File: src/rtl/macwl_dac_sequencer.sv
// Word-line DAC sequencer: queues {code, settle} requests, drives each code,
// opens the DAC latch for LOCK_CYC cycles, then waits the settle time.
//
// Ports:
//   sys_clk, sys_rst_n    clock, async active-low reset
//   req_valid/req_ready   request handshake (req_ready is combinational)
//   req_code, req_settle  DAC code and post-lock settle cycles
//   abort                 synchronous flush of FIFO and in-flight code
//   digital_data          code to DAC (changes only on pop)
//   dac_lock_en           DAC latch enable, high only in LOCK
//   settled, done_pulse   level / one-cycle completion indications
//   busy, fifo_level      activity and queue occupancy
module macwl_dac_sequencer #(
  parameter int DATA_W     = 8,
  parameter int LOCK_CYC   = 2,
  parameter int SETTLE_W   = 8,
  parameter int FIFO_DEPTH = 4
) (
  input  logic                        sys_clk,
  input  logic                        sys_rst_n,
  input  logic                        req_valid,
  output logic                        req_ready,
  input  logic [DATA_W-1:0]           req_code,
  input  logic [SETTLE_W-1:0]         req_settle,
  input  logic                        abort,
  output logic [DATA_W-1:0]           digital_data,
  output logic                        dac_lock_en,
  output logic                        settled,
  output logic                        done_pulse,
  output logic                        busy,
  output logic [$clog2(FIFO_DEPTH):0] fifo_level
);

  localparam int PTR_W = $clog2(FIFO_DEPTH);
  localparam int LVL_W = PTR_W + 1;
  localparam logic [3:0] LOCK_LOAD = 4'(LOCK_CYC - 1);
  localparam logic [LVL_W-1:0] FULL_LVL = LVL_W'(FIFO_DEPTH);

  typedef enum logic [2:0] {
    IDLE,
    SETUP,
    LOCK,
    SETTLE,
    DONE
  } state_t;

  typedef struct packed {
    logic [DATA_W-1:0]   code;
    logic [SETTLE_W-1:0] settle;
  } entry_t;

  entry_t              mem [FIFO_DEPTH];
  entry_t              head;
  logic [PTR_W-1:0]    wr_ptr;
  logic [PTR_W-1:0]    rd_ptr;
  logic [LVL_W-1:0]    count;
  logic [LVL_W-1:0]    count_n;
  state_t              state;
  state_t              state_n;
  logic [SETTLE_W-1:0] settle_cnt;
  logic [3:0]          lock_cnt;
  logic                fifo_full;
  logic                fifo_empty;
  logic                push;
  logic                pop;

  assign fifo_full  = (count == FULL_LVL);
  assign fifo_empty = (count == '0);
  assign req_ready  = !fifo_full && !abort;
  assign push       = req_valid && req_ready;
  assign head       = mem[rd_ptr];
  assign fifo_level = count;

  // Next state and pop decision; abort overrides everything.
  always_comb begin
    state_n = state;
    pop     = 1'b0;
    unique case (state)
      IDLE: begin
        if (!fifo_empty) begin
          pop     = 1'b1;
          state_n = SETUP;
        end
      end
      SETUP: state_n = LOCK;
      LOCK: begin
        if (lock_cnt == '0) begin
          if (settle_cnt == '0) state_n = DONE;
          else                  state_n = SETTLE;
        end
      end
      SETTLE: begin
        if (settle_cnt == SETTLE_W'(1)) state_n = DONE;
      end
      DONE: begin
        if (!fifo_empty) begin
          pop     = 1'b1;
          state_n = SETUP;
        end else begin
          state_n = IDLE;
        end
      end
      default: state_n = IDLE;
    endcase
    if (abort) begin
      state_n = IDLE;
      pop     = 1'b0;
    end
  end

  // Occupancy: push and pop together leave it unchanged.
  always_comb begin
    count_n = count;
    unique case (1'b1)
      abort:         count_n = '0;
      push && !pop:  count_n = count + LVL_W'(1);
      pop && !push:  count_n = count - LVL_W'(1);
      default:       count_n = count;
    endcase
  end

  always_ff @(posedge sys_clk or negedge sys_rst_n) begin
    if (!sys_rst_n) state <= IDLE;
    else            state <= state_n;
  end

  // Storage has no reset; validity is tracked by count.
  always_ff @(posedge sys_clk) begin
    if (push) begin
      mem[wr_ptr] <= '{code: req_code, settle: req_settle};
    end
  end

  // Outputs are registered from the next state so they line up with it.
  always_ff @(posedge sys_clk or negedge sys_rst_n) begin
    if (!sys_rst_n) begin
      count        <= '0;
      wr_ptr       <= '0;
      rd_ptr       <= '0;
      digital_data <= '0;
      settle_cnt   <= '0;
      lock_cnt     <= '0;
      dac_lock_en  <= 1'b0;
      settled      <= 1'b0;
      done_pulse   <= 1'b0;
      busy         <= 1'b0;
    end else begin
      count       <= count_n;
      busy        <= (state_n != IDLE) || (count_n != '0);
      dac_lock_en <= (state_n == LOCK);
      done_pulse  <= (state_n == DONE);
      if (abort) begin
        wr_ptr  <= '0;
        rd_ptr  <= '0;
        settled <= 1'b0;
      end else begin
        if (push) wr_ptr <= wr_ptr + PTR_W'(1);
        if (pop) begin
          rd_ptr       <= rd_ptr + PTR_W'(1);
          digital_data <= head.code;
          settle_cnt   <= head.settle;
          settled      <= 1'b0;
        end else if (state_n == DONE) begin
          settled <= 1'b1;
        end
        if (state == SETUP) begin
          lock_cnt <= LOCK_LOAD;
        end else if (state == LOCK && lock_cnt != '0) begin
          lock_cnt <= lock_cnt - 4'd1;
        end
        if (state == SETTLE) begin
          settle_cnt <= settle_cnt - SETTLE_W'(1);
        end
      end
    end
  end

endmodule

File: config.mk
export PLATFORM = sky130hd
export DESIGN_NAME = macwl_dac_sequencer
export DESIGN_NICKNAME = d
export VERILOG_FILES = /design/src/rtl/macwl_dac_sequencer.sv
export SDC_FILE = /design/constraint.sdc
export NUM_CORES = 1
export LEC_CHECK = 0
export CAP_MARGIN = 20
export CORE_MARGIN = 3
export CORE_UTILIZATION = 55
export DETAILED_ROUTE_END_ITERATION = 10
export GPL_TIMING_DRIVEN = 0
export PLACE_DENSITY = 0.77
export SLEW_MARGIN = 20
export SYNTH_ARGS = -nofsm -noshare
export SYNTH_HDL_FRONTEND = slang
export SYNTH_SLANG_ARGS = --single-unit
File: constraint.sdc
create_clock -name sys_clk -period 7.3 [get_ports sys_clk]
set_input_delay 1.095 -clock sys_clk [delete_from_list [all_inputs] [get_ports sys_clk]]
set_output_delay 1.095 -clock sys_clk [all_outputs]
set_load 0.01 [all_outputs]
==> run summary, run 1 <==
Setup Fix Bufs, Post-CTS - 0
GPL Wtd Cong - 0.8374
Final ANT Viol Nets - 0
RSZ-0062 raised after global routing - no
Final period util - 0.5520
Core Box Area - 7019 µm²
Rows - 30
Yosys top cell area share - 0.4655
first-pass GRT wire length - 11790 µm
cell taking the most area after synthesis - edfxtp_1
share of cells above drive strength 1 - 0.1778
Largest stage delay, worst path - 0.53 ns
Avg WL per Cell - 17.06 µm
drt total wl - 7013 µm
Worst EP arrival - 4.27 ns
static leakage - 0.001734 µW
H-tree levels - 3
Critical Path RT - 7.54 ns
Final TNS setup - 0 ns
Seq cells post-synth - 98
Post-synth EDFFs - 64
Vias per Instance - 5.676
port bufs - 35
total gr overflow - 0
ant diodes - 0
DP HPWL - 4635 µm
I/O pin count - 36
Resized cells post-CTS - 0
Crit Path Max Fanout - 10
CP max-delay cell - clkdlybuf4s50_1
DRT iter0 DRCs - 164
vias in the first global route - 2428
yosys warns - 0
CTS tree - yes
ys flop type - edfxtp_1
Tot Pwr - 1598 µW
sequential share of the synthesized area - 0.6715
vias after detailed routing - 2333
Layout area overhead - 16.73%
GRT Util Overall - 0.1817
Worst Hold Class - flip-flop to flip-flop
Layout Skew - 0.009844 ns
syn nets - 293
fillcell total - 497
die area - 8583 µm²
buffer depth of the longest clock path - 2
Final min period - 4.030 ns
fin nets - 340
synth top area cells - edfxtp_1, dfrtp_1, mux4_2
max-cap viol count - 0
crit end category - flip-flop
Hold Buf Count CTS - 0
Peak VDD IR - 0.0001947 V
Worst setup SP type - primary input
gate count of the mapped netlist - 263
initial antenna violation count - 0
Max Fclk - 248.2 MHz
Synth cell types - 50
die width - 92.65 µm
clk sink count - 98
fin. max-slew vios - 0
clock latency on the worst-skew pair - 0.35 ns
drt first pass iters - 4
CTS Buf Count - 9
Clock transition at path regs - 0.10 ns
Crit Path Category - primary input to flip-flop
CP Buf/Inv Count - 3
Final Hold Fails - 0
Post-Syn Area - 4129 µm²
status - completed
detailed-route DRC error count - 0
worst slew pin tran - 0.9201 ns
FFs w/ async S/R, synth - 0.3469
Max transition margin - 0.3819
Syn Area/Cell - 15.70 µm²
final number of setup-violating endpoints - 0
most used cell, CP - or3_1
Starting Density - 0.5882
Largest delay share family, worst path - simple AND/OR/NAND/NOR gates
CP Cell Sequence - clkdlybuf4s50_1, clkbuf_1, a21oi_1, and2_1, inv_1, ha_1, fa_1, xnor2_1, o22ai_1, or3_1, or3_1
largest net degree at the start of global routing - 22
root buffer cell - clkbuf_8
die height - 92.65 µm
PD cells - 331.6 nW/µm²
==> per-layer routing <==
metal  global-route usage  wire, µm
met1               0.2354      2995
met5                    0         0
met4              0.07082        67
met3              0.03818       398
met2               0.3033      3552
==> area by class of cell <==
cell class	instances	area (µm²)	area share
Buffer	10	51.30	0.01064
Clock buffer	10	127.6	0.02648
Clock inverter	6	61.31	0.01272
Inverter	11	41.29	0.008567
Multi-Input combinational cell	144	1272	0.2640
Sequential cell	98	2773	0.5753
Tap cell	96	120.1	0.02492
Timing Repair Buffer	36	372.9	0.07736
==> per-stage QoR <==
step,hold WS [ns],cells,utilization,setup WS (ns),cell area [µm²]
finish,0.4801,411,0.6866,3.270,4820
global route,0.5257,411,0.6866,2.991,4820
CTS,0.4779,411,0.6866,3.288,4820
detailed placement,0.4640,395,0.6597,2.921,4631
global placement,0.4529,394,0.6553,2.958,4599
floorplan,0.4405,263,-,3.769,4129
==> state kept, by name (all words and copies together) (netlist names), 2 cells and up <==
signal / flops
state: 3
mem: 64
lock_cnt: 4
wr_ptr: 2
digital_data: 8
settle_cnt: 8
rd_ptr: 2
fifo_level: 3
==> cells by family after synthesis <==
logic type	after synthesis	synth area share
buffers and inverters	21	0.02242
flip-flops	98	0.6715
AO/OA/AOI/OAI	46	0.07455
XOR/XNOR	4	0.008486
multiplexers	25	0.1118
AND/OR/NAND/NOR	59	0.07909
adder cells (fa/ha/maj)	10	0.03212
==> final timing paths <==
path / start / depth (start not counted) / to / slack [ns]
worst min-delay path: lock_cnt[0]$_DFFE_PN0P_ / 1 / lock_cnt[0]$_DFFE_PN0P_ / 0.48
max in group asynchronous: sys_rst_n / 2 / digital_data[2]$_DFFE_PN0P_ / 6.24
min in group asynchronous: sys_rst_n / 1 / state[2]$_DFF_PN0_ / 0.63
worst min register to register: lock_cnt[0]$_DFFE_PN0P_ / 1 / lock_cnt[0]$_DFFE_PN0P_ / 0.48
worst max-delay path: abort / 11 / busy$_DFF_PN0_ / 3.27
worst max register to register: fifo_level[0]$_DFF_PN0_ / 10 / busy$_DFF_PN0_ / 4.34
==> Yosys cell counts (all sizes together), types with 2 or more instances <==
library cell  instances
nor2b                 2
o31a                  3
xor2                  2
a31o                  2
a22oi                 3
o2bb2ai               2
dfrtp                34
ha                    9
buf                   7
mux2                  9
nand2                10
o21ai                13
a211oi                2
nand3                 2
or3                   2
xnor2                 2
edfxtp               64
clkbuf                3
a21oi                 9
mux4                 16
inv                  11
and3                  5
or4                   2
nor3                 10
nor2                 17
nand3b                3
o22ai                 2
==> power breakdown <==
| part | total (µW) | leakage (µW) | switching [µW] | internal [µW] |
|---|---|---|---|---|
| logic | 519 | 0.000638 | 258 | 261 |
| clock network | 329 | 0.0000917 | 197 | 132 |
| registers | 750 | 0.00100 | 63.2 | 687 |
| total | 1600 | 0.00173 | 518 | 1080 |
==> worst reg2reg max path, stage by stage (launching register included) <==
cell and delay (ns):
dfrtp_1 0.46, nor2_1 0.06, a21oi_1 0.36, and2_1 0.29, inv_1 0.07, ha_1 0.22
fa_1 0.38, xnor2_1 0.16, o22ai_1 0.11, or3_1 0.39, or3_1 0.34
==> layout by cell type (no fill, tap or decap), types with 3 or more instances in the layout <==
| master | Yosys | routed |
|---|---|---|
| a21oi_1 | 9 | 9 |
| a22oi_1 | 3 | 3 |
| and3_1 | 4 | 4 |
| buf_2 | 5 | 6 |
| clkbuf_1 | 3 | 4 |
| clkbuf_8 | 0 | 9 |
| clkdlybuf4s50_1 | 0 | 34 |
| dfrtp_1 | 34 | 34 |
| edfxtp_1 | 64 | 64 |
| ha_1 | 9 | 9 |
| inv_1 | 10 | 10 |
| mux2_2 | 9 | 9 |
| mux4_2 | 16 | 16 |
| nand2_1 | 10 | 10 |
| nand3b_1 | 3 | 3 |
| nor2_1 | 17 | 17 |
| nor3_1 | 8 | 8 |
| o21ai_0 | 11 | 11 |
| o31a_1 | 3 | 3 |
No activity file was read; power rests on OpenSTA's default activity.
==> run 2, diff against run 1 <==
clock period = 3.8 ns   (was 7.3 ns; I/O delays follow)
==> results of run 2 <==
The final DEF is identical to that of run 1. Status: completed.
Among the figures that moved: setup slack after placement 2.921 ns -> -0.05405 ns; setup slack after layout 3.270 ns -> 0.2955 ns; hold slack 0.4801 ns -> 0.1073 ns; register-to-register setup slack 4.34 ns -> 0.84 ns; total power 1598 µW -> 3070 µW; worst IR drop on VDD 0.0001947 V -> 0.0003740 V
